## src/rtl/cga_intr_level_sched_if.sv

```systemverilog
// Signal bundle between the CGA level scheduler and its CPU / request-cell side.
// The master modport drives requests and writes; the slave modport is the scheduler.
interface cga_intr_level_sched_if #(
    parameter int unsigned LEVELS = 16,
    parameter int unsigned LVL_W  = 4
);
    logic              ION;
    logic [LEVELS-1:0] IRQ_SET;
    logic              PID_WR;
    logic              PIE_WR;
    logic [LEVELS-1:0] WDATA;
    logic              EXIT;
    logic              CHG_ACK;
    logic [LEVELS-1:0] PID;
    logic [LEVELS-1:0] PIE;
    logic [LVL_W-1:0]  PIL;
    logic              CHG_REQ;
    logic [LVL_W-1:0]  CHG_LVL;

    modport master (
        output ION, IRQ_SET, PID_WR, PIE_WR, WDATA, EXIT, CHG_ACK,
        input  PID, PIE, PIL, CHG_REQ, CHG_LVL
    );

    modport slave (
        input  ION, IRQ_SET, PID_WR, PIE_WR, WDATA, EXIT, CHG_ACK,
        output PID, PIE, PIL, CHG_REQ, CHG_LVL
    );
endinterface

```

## src/rtl/cga_intr_level_sched.sv

```systemverilog
// CGA interrupt priority-level scheduler: PID/PIE registers, highest-level arbitration
// above PIL, and the REQ/ACK level-change handshake with the CPU microcode.
module cga_intr_level_sched #(
    parameter int unsigned LEVELS = 16,
    parameter int unsigned LVL_W  = 4
) (
    input  logic                    CP,
    input  logic                    CLR,
    cga_intr_level_sched_if.slave   bus
);
    localparam logic [0:0] IDLE = 1'b0;
    localparam logic [0:0] REQ  = 1'b1;

    logic [0:0]        state;
    logic [LEVELS-1:0] pid_q;
    logic [LEVELS-1:0] pie_q;
    logic [LVL_W-1:0]  pil_q;
    logic [LVL_W-1:0]  lvl_q;

    logic [LEVELS-1:0] pend;
    logic [LVL_W-1:0]  best;
    logic              win;
    logic              exit_acc;
    logic [LEVELS-1:0] pid_next;

    assign pend = pid_q & pie_q;

    always_comb begin
        best = '0;
        for (int unsigned i = 0; i < LEVELS; i++) begin
            if (pend[i]) best = LVL_W'(i);
        end
    end

    // best is 0 when nothing is pending, so level 0 can never beat PIL.
    assign win = bus.ION && (best > pil_q);

    // An ACK in REQ takes priority over a simultaneous EXIT.
    assign exit_acc = bus.EXIT && !(state == REQ && bus.CHG_ACK);

    // Set strobes are OR-ed in last so they win over both a write and an exit-clear.
    always_comb begin
        pid_next = bus.PID_WR ? bus.WDATA : pid_q;
        if (exit_acc && (pil_q != '0)) pid_next[pil_q] = 1'b0;
        pid_next = pid_next | bus.IRQ_SET;
    end

    always_ff @(posedge CP) begin
        if (CLR) begin
            pid_q <= '0;
            pie_q <= '0;
            pil_q <= '0;
            lvl_q <= '0;
            state <= IDLE;
        end else begin
            pid_q <= pid_next;
            if (bus.PIE_WR) pie_q <= bus.WDATA;

            case (state)
                IDLE: begin
                    if (bus.EXIT) begin
                        pil_q <= '0;
                    end else if (win) begin
                        lvl_q <= best;
                        state <= REQ;
                    end
                end
                REQ: begin
                    if (bus.CHG_ACK) begin
                        pil_q <= lvl_q;
                        state <= IDLE;
                    end else if (bus.EXIT) begin
                        pil_q <= '0;
                        state <= IDLE;
                    end else if (!win) begin
                        state <= IDLE;
                    end else begin
                        lvl_q <= best;
                    end
                end
                default: state <= IDLE;
            endcase
        end
    end

    assign bus.PID     = pid_q;
    assign bus.PIE     = pie_q;
    assign bus.PIL     = pil_q;
    assign bus.CHG_REQ = (state == REQ);
    assign bus.CHG_LVL = lvl_q;
endmodule

```

## src/flat_wrapper.sv

```systemverilog
// flat-port wrapper written by rule: the top's interface ports become plain ports
module cga_intr_level_sched_flat 
#(
    parameter int unsigned LEVELS = 16,
    parameter int unsigned LVL_W  = 4
)
  (CP, CLR, bus_ION, bus_IRQ_SET, bus_PID_WR, bus_PIE_WR, bus_WDATA, bus_EXIT, bus_CHG_ACK, bus_PID, bus_PIE, bus_PIL, bus_CHG_REQ, bus_CHG_LVL);
  cga_intr_level_sched_if #(.LEVELS(LEVELS), .LVL_W(LVL_W)) bus_i ();
  input  logic CP;
  input  logic CLR;
  input wire logic [$bits(bus_i.ION)-1:0] bus_ION;
  input wire logic [$bits(bus_i.IRQ_SET)-1:0] bus_IRQ_SET;
  input wire logic [$bits(bus_i.PID_WR)-1:0] bus_PID_WR;
  input wire logic [$bits(bus_i.PIE_WR)-1:0] bus_PIE_WR;
  input wire logic [$bits(bus_i.WDATA)-1:0] bus_WDATA;
  input wire logic [$bits(bus_i.EXIT)-1:0] bus_EXIT;
  input wire logic [$bits(bus_i.CHG_ACK)-1:0] bus_CHG_ACK;
  output wire logic [$bits(bus_i.PID)-1:0] bus_PID;
  output wire logic [$bits(bus_i.PIE)-1:0] bus_PIE;
  output wire logic [$bits(bus_i.PIL)-1:0] bus_PIL;
  output wire logic [$bits(bus_i.CHG_REQ)-1:0] bus_CHG_REQ;
  output wire logic [$bits(bus_i.CHG_LVL)-1:0] bus_CHG_LVL;
  assign bus_i.ION = bus_ION;
  assign bus_i.IRQ_SET = bus_IRQ_SET;
  assign bus_i.PID_WR = bus_PID_WR;
  assign bus_i.PIE_WR = bus_PIE_WR;
  assign bus_i.WDATA = bus_WDATA;
  assign bus_i.EXIT = bus_EXIT;
  assign bus_i.CHG_ACK = bus_CHG_ACK;
  assign bus_PID = bus_i.PID;
  assign bus_PIE = bus_i.PIE;
  assign bus_PIL = bus_i.PIL;
  assign bus_CHG_REQ = bus_i.CHG_REQ;
  assign bus_CHG_LVL = bus_i.CHG_LVL;
  cga_intr_level_sched #(.LEVELS(LEVELS), .LVL_W(LVL_W)) u_core (.CP(CP), .CLR(CLR), .bus(bus_i));
endmodule
```

## config.mk

```make
export PLATFORM = sky130hd
export DESIGN_NAME = cga_intr_level_sched_flat
export DESIGN_NICKNAME = d
export VERILOG_FILES = /design/src/rtl/cga_intr_level_sched_if.sv /design/src/rtl/cga_intr_level_sched.sv /design/src/flat_wrapper.sv
export SDC_FILE = /design/constraint.sdc
export NUM_CORES = 1
export LEC_CHECK = 0
export CORE_MARGIN = 4
export CORE_UTILIZATION = 30
export CTS_CLUSTER_SIZE = 20
export DETAILED_ROUTE_END_ITERATION = 10
export PLACE_DENSITY = 0.58
export SLEW_MARGIN = 5
export SYNTH_ARGS = -nofsm -noshare
export SYNTH_HDL_FRONTEND = slang
export SYNTH_SLANG_ARGS = --single-unit
```

## constraint.sdc

```tcl
create_clock -name CP -period 2.1 [get_ports CP]
set_input_delay 0.42 -clock CP [delete_from_list [all_inputs] [get_ports CP]]
set_output_delay 0.42 -clock CP [all_outputs]
set_load 0.05 [all_outputs]
```

Word level (Yosys, flattened, before mapping)
Index checks and enable logic that the tools add are counted.

Flip-flop bits (word level): 41. Input bits: 39. Output and inout bits: 41. Logic and storage cells: 51.

$lt $le $gt $ge: 3. Equality and inequality tests: 1. Multiplexer cells: 30. Bitwise gates (word level): 5. Reduce and logical (&&, ||, !) cells: 7.

Operators with widths (count): $mux 4 (19); $and 16x16->16 (2); $mux 16 (2); $not 16->16 (1); $or 16x16->16 (1); $pmux 4 s2 (2); $logic_and 1x1->1 (5); $lt 4x5->1 const B (1); $mux 1 (5); $demux 1 s4 (1); $ge 4x1->1 const B (1); $gt 4x4->1 (1); $reduce_bool 4->1 (1); $ne 2x2->1 const B (1); $pmux 1 s2 (1); $logic_not 1->1 (1); $not 1->1 (1).

Longest topological paths before layout
Gate-level depths: netlist of run 1.

Depth in word-level cells: 22. Gate-level depth with buffers: 11. Gate-level depth less buffers: 11.

Worst setup path after synthesis of run 1
No wires, ideal clock.

Kind: reg2reg. Start: reg u_core.pie_q[5], in the netlist u_core.bus.PIE[5]. End: reg u_core.lvl_q[0], in the netlist u_core.bus.CHG_LVL[0]. Library setup time: 0.059 ns. Arrival: 2.303 ns. Data required time: 2.041 ns. Path slack: -0.262 ns. Stages on the path, launching flop included: 12. Path buffers: 0. Cells stage by stage: dfxtp_1 -> nand2_1 -> a32oi_1 -> o21ai_0 -> nand4_1 -> nand3_1 -> ha_1 -> nand4_1 -> nand4b_4 -> a21oi_4 -> nor2b_4 -> a41o_1.

Word-level cells in the longest chain between the ends: 18.

Ends and longest elaborated chain: start: declaration (line cga_intr_level_sched.sv:16) `logic [LEVELS-1:0] pie_q;`; start signal: assignment (line cga_intr_level_sched.sv:57) `if (bus.PIE_WR) pie_q <= bus.WDATA;`; $and 16x16->16 (*) (line cga_intr_level_sched.sv:26) `assign pend = pid_q & pie_q;`; $mux 4 (*) (11 in series) (line cga_intr_level_sched.sv:31) `if (pend[i]) best = LVL_W'(i);`; $gt 4x4->1 (line cga_intr_level_sched.sv:36) `assign win = bus.ION && (best > pil_q);`; $logic_and 1x1->1 (line cga_intr_level_sched.sv:36); $mux 4 (*) (line cga_intr_level_sched.sv:63, cga_intr_level_sched.sv:75); $mux 4 (*) (line cga_intr_level_sched.sv:61, cga_intr_level_sched.sv:72); $mux 4 (line cga_intr_level_sched.sv:69) `if (bus.CHG_ACK) begin`; $pmux 4 s2 (*) (line cga_intr_level_sched.sv:59) `case (state)`; end signal: assignment (line cga_intr_level_sched.sv:64) `lvl_q <= best;`; end signal: assignment (line cga_intr_level_sched.sv:78) `lvl_q <= best;`; end: declaration (line cga_intr_level_sched.sv:18) `logic [LVL_W-1:0] lvl_q;`.

Mark *: on every way between the ends. The rest lies on a longest branch, timed or not. The select of a mux whose other input is x is not followed. A chain may end at the register's enable or synchronous reset.

Worst setup path in the final report of run 1
Start: reg u_core.pid_q[7], in the netlist u_core.bus.PID[7]. End: reg u_core.lvl_q[0], in the netlist u_core.bus.CHG_LVL[0].

Word-level cells in the longest chain between the ends: 16.

Ends and longest elaborated chain: start: declaration (line cga_intr_level_sched.sv:15) `logic [LEVELS-1:0] pid_q;`; start signal: assignment (line cga_intr_level_sched.sv:56) `pid_q <= pid_next;`; $and 16x16->16 (*) (line cga_intr_level_sched.sv:26); $mux 4 (*) (9 in series) (line cga_intr_level_sched.sv:31); named net u_core.best[1] (line cga_intr_level_sched.sv:21) `logic [LVL_W-1:0] best;`; $gt 4x4->1 (*) (line cga_intr_level_sched.sv:36); $logic_and 1x1->1 (*) (line cga_intr_level_sched.sv:36); $mux 4 (*) (line cga_intr_level_sched.sv:63, cga_intr_level_sched.sv:75); $mux 4 (*) (line cga_intr_level_sched.sv:61, cga_intr_level_sched.sv:72); $mux 4 (line cga_intr_level_sched.sv:69); $pmux 4 s2 (*) (line cga_intr_level_sched.sv:59).

Mark *: on every way through the listed nets, which the timed path passes. The rest lies on a longest branch. The select of a mux whose other input is x is not followed.

==> key figures, run 1 <==
Clock tree
  – CTS tree: done
  – Clock sinks: around 40
  – Num CTS Buffers: 5
  – CTS Root Cell: clkbuf_8
  – H-tree levels: 2
  – Clock slew at reported path FFs: 0.08 ns
  – Hold-fix buffers, CTS: 0
  – Clock Latency Late Sink: between 0.2 and 0.3 ns
  – CTS Buffer Depth: 2

Final layout
  – Final core utilization: 0.523
  – Fin nets: 382
  – Fill count: 621
  – Ant. Diodes: 0
  – Register area: around 880 um2
  – Multi-input gate area: about 1200 um2
  – Layout cells sized above 1: 0.279
  – Fin cells: ~420
  – Area grow syn2layout: 67.2%

Setup path
  – CP Data Required Time: between 2 and 2.5 ns
  – CP Buf/Inv Count: 0
  – Number of gates on the worst path with buffers counted: 9
  – Worst setup SP type: register
  – Worst setup EP type: register
  – Top delay family on crit path: compound AO/OA/AOI/OAI gates
  – Critical Path, Cell by Cell: a22o_1, a311oi_2, o211ai_2, ha_1, nor2b_4, o211ai_2, a21oi_4, nor2b_4, a41o_1
  – Worst path max stage delay: around 0.34 ns
  – Arrival time worst endpoint: between 2 and 2.5 ns
  – Critical path type: reg2reg
  – CP max FO: 5
  – Crit-path slowest cell: dfxtp_4
  – R2r worst-path depth: 9

Die
  – Die Width: about 90 um
  – Initial Util: 0.313
  – DIE AREA: between 8000 and 9000 um2
  – Number of I/O pins: 80
  – CORE AREA: approximately 6500 um2
  – Row count: 29
  – Die Ht: roughly 90 um

Synth
  – Seq cells post-synth: just over 40
  – Most numerous cell in the Yosys netlist: nor2_1
  – Synth Flop Type: dfxtp_1
  – Area of the mapped netlist: 2020 um2
  – Cells after Synth: 223
  – Post-synth EDFFs: 0
  – Ys Warns: 0
  – Sequential share of the synthesized area: 0.406
  – Synth top cells by count: nor2_1 (54), dfxtp_1 (41), mux2i_1 (34)
  – Asr flop ratio synth: 0
  – Share of the synthesized area in the top cell type: 0.406
  – Area contributors post-synth: dfxtp_1 (41%), mux2i_1 (17%), nor2_1 (10%)
  – Largest area contributor in the netlist: dfxtp_1
  – Netlist cell types: 36
  – Synthesized net count: ~270
  – Syn avg cell area: a little over 9 um2

Global route
  – Wire length of the first global-routing pass: 10800 um
  – Met3 Use GR: 0.0417
  – GR Util met1: 0.209
  – Initial antenna violation count: 0
  – Global route overflow: 0
  – Pin count of the biggest net entering global routing: 21
  – GRT busiest layer: met2
  – Met2 GRT Util: 0.270
  – Number of global-route vias before repair: ~2100
  – GR Util All Layers: 0.161

Timing
  – Peak Freq: 471 MHz
  – RSZ-0062 raised after global routing: yes
  – Final cycle utilization of the critical path: 1.01
  – Setup violators final: 4
  – Final worst slack: -0.0233 ns
  – TNS Setup: -0.0453 ns
  – Slew margin rel.: 0.653
  – Crit path time final: ~2.1 ns
  – Final Max Tran Viols: 0
  – WHS: about 0.50 ns
  – Slew @ Worst Pin: between 0.5 and 0.6 ns
  – Hold Vio Cnt, Final: 0
  – Clk_skew: ~0.0067 ns

Outcome
  – Violated checks: negative setup slack
  – Status: complete, but fails checks

Drt
  – Starting DRT DRC Count: between 70 and 80
  – DRC Markers: 0
  – DRT Pass-1 Iters: 4
  – Post-DR wirelength/cell: approximately 16 um
  – Routed WL: approximately 6600 um
  – Vias: between 2000 and 2500
  – Post-route ant nets: 0
  – DR vias/cell: 4.95

Power
  – Internal Power: ~0.0014 W
  – NetSw: 0.000680 W
  – Sequential share of power: 0.416
  – Leak Pwr: ~1.4 nW
  – Combinational share of power: 0.346
  – Clock power share: 0.238
  – Switching Fraction: 0.325
  – Max VDD drop: between 200 and 300 uV
  – Pwr per Cell Area: about 620 nW/um2

Placed design
  – Placer Congestion: around 0.85
  – Place WS: -0.0486 ns
  – Placed Cells: just under 400
  – Post-DP HPWL: about 5000 um
  – Input/output buffers: 79

Worst hold path
  – Min-delay worst type: reg2reg
  – Worst hold path depth: 2

Run
  – Max_cap viols: 0
-- what timing repair did --
| item | CTS | global route |
|---|---|---|
| gates resized for setup | 7 | 5 |
| hold endpoints to repair | 0 | 0 |
| endpoints found under the setup margin | 4 | 5 |
| buffers inserted | 9 | 2 |
| pin swaps | 13 | 6 |
-- registers in the layout (all words and copies together), names as in the netlist --
register            cells
u_core.bus.PIL          4
u_core.bus.CHG_REQ      1
u_core.bus.CHG_LVL      4
u_core.bus.PIE         16
u_core.bus.PID         16
-- layout by cell type (no fill, tap or decap), types with 2 or more instances in the layout --
| cell | count |
|---|---|
| clkdlybuf4s50_1 | 76 |
| nor2_1 | 54 |
| buf_4 | 40 |
| mux2i_1 | 34 |
| dfxtp_2 | 20 |
| a21oi_1 | 18 |
| dfxtp_1 | 13 |
| nand2_1 | 10 |
| dfxtp_4 | 8 |
| nand3_1 | 5 |
| clkbuf_8 | 5 |
| inv_1 | 4 |
| nand3b_1 | 4 |
| nand4_1 | 3 |
| and4_1 | 3 |
| a31oi_1 | 3 |
| ha_4 | 3 |
| clkbuf_1 | 3 |
| and2_1 | 2 |
| nor2b_1 | 2 |
| a22o_1 | 2 |
| o211ai_2 | 2 |
| o21ai_1 | 2 |
| nor2b_4 | 2 |
-- metal layers --
metal	wire [um]	share of wire	up-vias
met2	3180	0.48	71
met4	35	0.0053	0
met1	2930	0.44	964
li1	-	-	1026
met3	454	0.069	4
met5	0	0	-
-- through the flow --
step	total power, W	cell area, um2
5_1_grt	0.00220	3380
3_3_place_gp	0.00154	3140
6_report	0.00209	3380
2_1_floorplan	0.00126	2080
3_5_place_dp	0.00154	3140
4_1_cts	0.00209	3320
-- tightest hold or removal path, stage by stage, from the launching register on --
cell     delay (ns)
dfxtp_2        0.34
mux2i_1        0.06
nor2_1         0.07
-- kinds of logic (layout without fill, tap and decap cells) --
kind of cell,count (synthesis),in the layout,synth area share
AOI/OAI and AO/OA,38,38,0.137
buffers and inverters,12,129,0.0279
adders and majority gates,4,4,0.0248
and+or+nand+nor,94,94,0.235
DFF,41,41,0.406
muxes,34,34,0.169
-- worst paths after layout --
path	from	endpoint	slack (ns)
max	u_core.bus.PID[7]$_SDFF_PP0_	u_core.bus.CHG_LVL[0]$_SDFFE_PP0P_	-0.02
min	u_core.bus.PIE[13]$_SDFFE_PP0P_	u_core.bus.PIE[13]$_SDFFE_PP0P_	0.50
max reg2reg	u_core.bus.PID[7]$_SDFF_PP0_	u_core.bus.CHG_LVL[0]$_SDFFE_PP0P_	-0.02
min reg2reg	u_core.bus.PIE[13]$_SDFFE_PP0P_	u_core.bus.PIE[13]$_SDFFE_PP0P_	0.50
-- area by class of cell --
cell class	instances	share of cell area
inverter	4	0.00445
clock buffer	8	0.0237
timing repair buffer	117	0.320
sequential	41	0.259
tap	77	0.0285
multi-input combinational	170	0.364
-- power by group through the flow --
stage / sequential [W] / clock, W / combinational, W
floorplan: 0.00105 / 0 / 0.000209
global placement: 0.000887 / 0 / 0.000651
detailed placement: 0.000887 / 0 / 0.000654
CTS: 0.000870 / 0.000510 / 0.000707
global route: 0.000878 / 0.000547 / 0.000772
finish: 0.000871 / 0.000497 / 0.000724
Power figures use the tool's default switching activity.
==> inputs of run 2 (changes only) <==
--- a/config.mk
+++ b/config.mk
@@ -9,8 +9,10 @@
 export CORE_UTILIZATION = 30
 export CTS_CLUSTER_SIZE = 20
 export DETAILED_ROUTE_END_ITERATION = 10
+export GPL_TIMING_DRIVEN = 0
 export PLACE_DENSITY = 0.58
 export SLEW_MARGIN = 5
 export SYNTH_ARGS = -nofsm -noshare
 export SYNTH_HDL_FRONTEND = slang
 export SYNTH_SLANG_ARGS = --single-unit
+export TNS_END_PERCENT = 50
==> run 2 against run 1 <==
Critical path depth did not move. The run still ends with negative setup slack left. Critical endpoint unchanged. Highest routed layer unchanged. Sequential power rose by 0.6%. Die area did not move. Worst setup slack got worse by 0.089 ns.
==> key figures, run 2 (synthesis gave the netlist of run 1 again) <==
Outcome
  – Status: complete, but fails checks
  – Violated checks: negative setup slack

Clock tree
  – H-tree levels: 2 (unchanged)
  – CTS Root Cell: clkbuf_8
  – Num CTS Buffers: 5 (unchanged)
  – Hold-fix buffers, CTS: 0 (unchanged)
  – CTS tree: done
  – Clock sinks: 41 (unchanged)
  – Clock Latency Late Sink: 0.30 ns (about the same)
  – Clock slew at reported path FFs: 0.08 ns (about the same)
  – CTS Buffer Depth: 2 (unchanged)

Die
  – Die Ht: 90.0 um (unchanged)
  – Number of I/O pins: 80 (unchanged)
  – CORE AREA: 6460 um2 (unchanged)
  – Die Width: 90.0 um (unchanged)
  – Initial Util: 0.313 (unchanged)
  – Row count: 29 (unchanged)
  – DIE AREA: 8110 um2 (unchanged)

Final layout
  – Most frequent cells in the layout: clkdlybuf4s50_1 (75), nor2_1 (54), mux2i_1 (34)
  – Fill count: 643 (+3.5%)
  – Fin cells: 394 (-5.5%)
  – Most common cell after layout, fill and taps aside: clkdlybuf4s50_1
  – Final core utilization: 0.484 (-0.0384)
  – Layout cells sized above 1: 0.196 (-0.0838)
  – Final Instance Area: 3130 um2 (-7.3%)
  – Area grow syn2layout: 54.9%
  – Fin nets: 359 (-6.0%)
  – Ant. Diodes: 0 (unchanged)

Setup path
  – FF-to-FF setup slack: -0.11 ns (-0.09 ns)
  – Critical Path, Cell by Cell: a22o_1, a311oi_2, o211ai_2, ha_1, nor2b_4, o211ai_2, a21oi_4, nor2b_4, a41o_1
  – Worst setup EP type: register
  – CP max FO: 5 (unchanged)
  – R2r worst-path depth: 9 (unchanged)
  – Top delay family on crit path: compound AO/OA/AOI/OAI gates
  – Worst setup SP type: register
  – Worst reg2reg endpoint: u_core.bus.CHG_LVL[0]$_SDFFE_PP0P_
  – CP Buf/Inv Count: 0 (unchanged)
  – R2R Path Start: u_core.bus.PID[7]$_SDFF_PP0_
  – CP Data Required Time: 2.34 ns (about the same)
  – Worst path max stage delay: 0.36 ns (+0.02 ns)
  – Arrival time worst endpoint: 2.45 ns (+0.08 ns)
  – Crit-path slowest cell: dfxtp_4
  – Number of gates on the worst path with buffers counted: 9 (unchanged)
  – Critical path type: reg2reg

Drt
  – Post-route ant nets: 0 (unchanged)
  – Starting DRT DRC Count: 44 (-38%)
  – DRC Markers: 0 (unchanged)
  – Routed WL: 6460 um (-2.2%)
  – DR vias/cell: 4.96 (+0.25%)
  – DRT Pass-1 Iters: 4 (unchanged)
  – Vias: 1956 (-5.3%)
  – Post-DR wirelength/cell: 16.4 um (+3.5%)

Timing
  – Final cycle utilization of the critical path: 1.05 (+0.0426)
  – TNS Setup: -0.387 ns (-0.342 ns)
  – Clk_skew: 0.00878 ns (+0.00210 ns)
  – Setup violators final: 5 (+1)
  – Peak Freq: 452 MHz (-4.0%)
  – Crit path time final: 2.21 ns (+0.0894 ns)
  – Final worst slack: -0.113 ns (-0.0894 ns)
  – Final Max Tran Viols: 0 (unchanged)
  – Hold Vio Cnt, Final: 0 (unchanged)
  – RSZ-0062 raised after global routing: yes
  – Slew margin rel.: 0.610 (-0.0429)
  – Slew @ Worst Pin: 0.584 ns (+0.0659 ns)

Power
  – Switching Fraction: 0.327 (+0.00216)
  – Leak Pwr: 1.29 nW (-8.1%)
  – NetSw: 0.000666 W (-2.1%)
  – Combinational share of power: 0.305 (-0.041)
  – Sequential share of power: 0.430 (+0.014)
  – Max VDD drop: 240 uV (-9.8%)
  – Pwr per Cell Area: 651 nW/um2 (+5.0%)
  – Internal Power: 0.00137 W (-3.0%)
  – Clock power share: 0.265 (+0.027)

Worst hold path
  – Min-delay worst type: reg2reg
  – Worst hold path depth: 2 (unchanged)
  – Hold EP: u_core.bus.PIE[0]$_SDFFE_PP0P_
  – HP Start: u_core.bus.PIE[0]$_SDFFE_PP0P_

Global route
  – Initial antenna violation count: 0 (unchanged)
  – Number of global-route vias before repair: 2007 (-5.9%)
  – Global route overflow: 0 (unchanged)
  – Pin count of the biggest net entering global routing: 13 (-38%)
  – Wire length of the first global-routing pass: 10700 um (-1.0%)
  – GR Util All Layers: 0.164 (+0.00345)

Placed design
  – Placer Congestion: 0.858 (+1.2%)
  – Dpl cell area: 2950 um2 (-5.9%)
  – Place WS: -0.118 ns (-0.0695 ns)
  – Input/output buffers: 77 (-2.5%)
  – Placed Cells: 377 (-5.3%)
  – Post-DP HPWL: 4850 um (-3.0%)

Run
  – Max_cap viols: 0 (unchanged)
-- run 2: worst max-delay path by stage --
stage,start,endpoint,slack [ns]
after floorplan,u_core.bus.PIE[7]$_SDFFE_PP0P_,u_core.bus.CHG_LVL[0]$_SDFFE_PP0P_,-0.03
after global placement,u_core.bus.PIE[7]$_SDFFE_PP0P_,u_core.bus.CHG_LVL[0]$_SDFFE_PP0P_,-0.11
after detailed placement,u_core.bus.PID[5]$_SDFF_PP0_,u_core.bus.CHG_LVL[0]$_SDFFE_PP0P_,-0.12
after CTS,u_core.bus.PIE[11]$_SDFFE_PP0P_,u_core.bus.CHG_LVL[0]$_SDFFE_PP0P_,-0.10
after global routing,u_core.bus.PID[9]$_SDFF_PP0_,u_core.bus.CHG_LVL[3]$_SDFFE_PP0P_,-0.25
final,u_core.bus.PID[7]$_SDFF_PP0_,u_core.bus.CHG_LVL[0]$_SDFFE_PP0P_,-0.11
-- run 2: area by class of cell --
class,instances,area [um2],area share
sequential,41,881,0.282
multi-input combinational,170,1160,0.371
buffer,8,41.3,0.0132
tap,77,96.3,0.0308
clock buffer,8,90.1,0.0288
timing repair buffer,86,843,0.270
inverter,4,15.0,0.00480
-- run 2: layer usage --
layer	vias up	track usage	wire length, um
li1	981	-	-
met1	904	0.226	3070
met2	61	0.247	2840
met3	10	0.0509	464
met4	0	0.0497	86
met5	-	0	0
-- run 2: worst min-delay path, cell delays in order, from the launching register on --
cell	delay, ns
dfxtp_1	0.34
mux2i_1	0.07
nor2_1	0.07
-- run 2: what timing repair did --
action	CTS	global route
setup endpoints to repair	6	6
gates cloned	0	0
setup buffers	8	1
pin swaps	11	7
resized for setup	4	4
-- run 2: power groups by stage --
stage	clock [W]	combinational [W]	sequential, W
after floorplan	0	0.000209	0.00105
after global placement	0	0.000590	0.000895
after detailed placement	0	0.000593	0.000894
after CTS	0.000555	0.000622	0.000876
after global routing	0.000586	0.000666	0.000884
final	0.000539	0.000620	0.000876
-- run 2: metrics by stage --
step,total power (W),hold slack [ns]
CTS,0.00205,0.506
detailed placement,0.00149,0.485
global route,0.00214,0.518
global placement,0.00148,0.479
finish,0.00204,0.507
floorplan,0.00126,0.488
==> inputs of run 3 (changes only) <==
==> constraint.sdc (replaced) <==
create_clock -name CP -period 2 [get_ports CP]
set_input_delay 0.4 -clock CP [delete_from_list [all_inputs] [get_ports CP]]
set_output_delay 0.4 -clock CP [all_outputs]
set_load 0.05 [all_outputs]
==> run 3 against run 2 <==
Hold slack lost 0.0036 ns. Core utilization did not move. Cell count is the same. First-iteration DRC count grew 11%. Clock skew hardly changed. The run still ends with negative setup slack left. Global-route usage did not move. Largest power group unchanged. Via count rose by 0.31%.
==> key figures, run 3 (synthesis gave the netlist of run 1 again) <==
Die
  – Initial Util: 0.313 (unchanged)
  – Number of I/O pins: 80 (unchanged)
  – Die Ht: 90.0 um (unchanged)
  – Die Width: 90.0 um (unchanged)
  – CORE AREA: 6460 um2 (unchanged)
  – Row count: 29 (unchanged)
  – DIE AREA: 8110 um2 (unchanged)

Run
  – Max_cap viols: 0 (unchanged)

Clock tree
  – Clock slew at reported path FFs: 0.07 ns (about the same)
  – H-tree levels: 2 (unchanged)
  – CTS Buffer Depth: 2 (unchanged)
  – Clock Latency Late Sink: 0.30 ns (about the same)
  – CTS Root Cell: clkbuf_8
  – Hold-fix buffers, CTS: 0 (unchanged)
  – CTS tree: done
  – Clock sinks: 41 (unchanged)
  – Num CTS Buffers: 5 (unchanged)

Final layout
  – Final core utilization: 0.484 (unchanged)
  – Area grow syn2layout: 54.9% (unchanged)
  – Ant. Diodes: 0 (unchanged)
  – Most common cell after layout, fill and taps aside: clkdlybuf4s50_1
  – Most frequent cells in the layout: clkdlybuf4s50_1 (72), nor2_1 (54), mux2i_1 (34)
  – Fin nets: 359 (unchanged)
  – Layout cells sized above 1: 0.196 (unchanged)

Setup path
  – Worst reg2reg endpoint: u_core.bus.CHG_LVL[0]$_SDFFE_PP0P_
  – FF-to-FF setup slack: -0.22 ns (-0.11 ns)
  – CP Data Required Time: 2.24 ns (-0.10 ns)
  – Arrival time worst endpoint: 2.46 ns (about the same)
  – Critical path type: reg2reg
  – Worst setup SP type: register
  – R2r worst-path depth: 9 (unchanged)
  – CP max FO: 5 (unchanged)
  – Worst setup EP type: register
  – R2R Path Start: u_core.bus.PID[7]$_SDFF_PP0_
  – Worst Setup SP: u_core.bus.PID[7]$_SDFF_PP0_

Timing
  – Slew @ Worst Pin: 0.584 ns (-0.000369 ns)
  – TNS Setup: -0.918 ns (-0.531 ns)
  – Slew margin rel.: 0.611 (about the same)
  – WHS: 0.504 ns (-0.00358 ns)
  – Final cycle utilization of the critical path: 1.11 (+0.0565)
  – Final Max Tran Viols: 0 (unchanged)
  – Clk_skew: 0.00843 ns (-0.000356 ns)
  – Peak Freq: 450 MHz (-0.35%)
  – Setup violators final: 5 (unchanged)
  – RSZ-0062 raised after global routing: yes
  – Hold Vio Cnt, Final: 0 (unchanged)
  – Crit path time final: 2.22 ns (+0.00771 ns)
  – Final worst slack: -0.220 ns (-0.108 ns)

Placed design
  – Placer Congestion: 0.858 (unchanged)
  – Input/output buffers: 77 (unchanged)
  – Post-DP HPWL: 4850 um (unchanged)

Worst hold path
  – HP Start: u_core.bus.CHG_LVL[1]$_SDFFE_PP0P_
  – Worst hold path depth: 2 (unchanged)
  – Hold EP: u_core.bus.PIL[1]$_SDFF_PP0_
  – Min-delay worst type: reg2reg

Power
  – Leak Pwr: 1.32 nW (+2.2%)
  – Pwr per Cell Area: 683 nW/um2 (+5.0%)
  – Max VDD drop: 252 uV (+5.2%)

Outcome
  – Violated checks: negative setup slack
  – Status: complete, but fails checks

Drt
  – DRC Markers: 0 (unchanged)
  – Routed WL: 6480 um (+0.34%)
  – Vias: 1962 (+0.31%)
  – Starting DRT DRC Count: 49 (+11%)
  – Post-DR wirelength/cell: 16.5 um (+0.34%)
  – Post-route ant nets: 0 (unchanged)
  – DR vias/cell: 4.98 (+0.31%)
  – DRT Pass-1 Iters: 4 (unchanged)

Global route
  – Wire length of the first global-routing pass: 10700 um (unchanged)
  – Pin count of the biggest net entering global routing: 13 (unchanged)
  – Global route overflow: 0 (unchanged)
  – GR Util All Layers: 0.164 (unchanged)
  – Initial antenna violation count: 0 (unchanged)
  – Number of global-route vias before repair: 2007 (unchanged)
run 3: cell types whose count changed in the layout (fill, tap and decap cells not counted), sizes merged:
| cell | change |
|---|---|
| clkdlybuf4s50 | -3 |
| dlygate4sd2 | +2 |
| dlymetal6s2s | +1 |
run 3: what timing repair did:
| item | 4_1_cts | 5_1_grt |
|---|---|---|
| gates resized for setup | 6 | 5 |
| setup buffers | 8 | 1 |
| endpoints found under the setup margin | 8 | 7 |
| pin swaps | 11 | 7 |
run 3: how the worst max path moves through the flow:
stage / to / slack (ns) / cells after the start
detailed placement: u_core.bus.CHG_LVL[0]$_SDFFE_PP0P_ / -0.22 / 11
floorplan: u_core.bus.CHG_LVL[0]$_SDFFE_PP0P_ / -0.13 / 9
CTS: u_core.bus.CHG_LVL[0]$_SDFFE_PP0P_ / -0.20 / 9
finish: u_core.bus.CHG_LVL[0]$_SDFFE_PP0P_ / -0.22 / 9
global route: u_core.bus.CHG_LVL[3]$_SDFFE_PP0P_ / -0.35 / 10
global placement: u_core.bus.CHG_LVL[0]$_SDFFE_PP0P_ / -0.21 / 9
run 3: routing by layer:
layer  wire length (um)  vias up  share of wire  track usage
met5                  0        -              0            0
met4                 86        0          0.013       0.0497
met3                462       10          0.071       0.0509
met2               2850       63           0.44        0.247
met1               3090      909           0.48        0.226
li1                   -      980              -            -
run 3: layout make-up:
cell class | count | area (um2)
fill | 649 | 3330
sequential | 41 | 881
inverter | 4 | 15.0
timing repair buffer | 86 | 843
clock buffer | 8 | 90.1
multi-input combinational | 170 | 1160
tap | 77 | 96.3
buffer | 8 | 41.3
run 3: worst max-delay path, stage by stage (launching register included):
cell and delay (ns):
dfxtp_4 0.36, a22o_1 0.25, a311oi_2 0.26, o211ai_2 0.12, ha_1 0.32, nor2b_4 0.14
o211ai_2 0.10, a21oi_4 0.26, nor2b_4 0.20, a41o_1 0.16
run 3: metrics by stage:
stage	area, um2	power (W)	instances	worst slack [ns]
after floorplan	2080	0.00132	223	-0.134
after global placement	2950	0.00156	377	-0.209
after detailed placement	2950	0.00156	377	-0.218
after CTS	3110	0.00216	393	-0.202
after global routing	3130	0.00224	394	-0.351
final	3130	0.00214	394	-0.220
run 3: power breakdown:
part | internal (W) | switching [W]
Sequential | 0.000869 | 0.0000505
Combinational | 0.000287 | 0.000364
Clock | 0.000282 | 0.000285
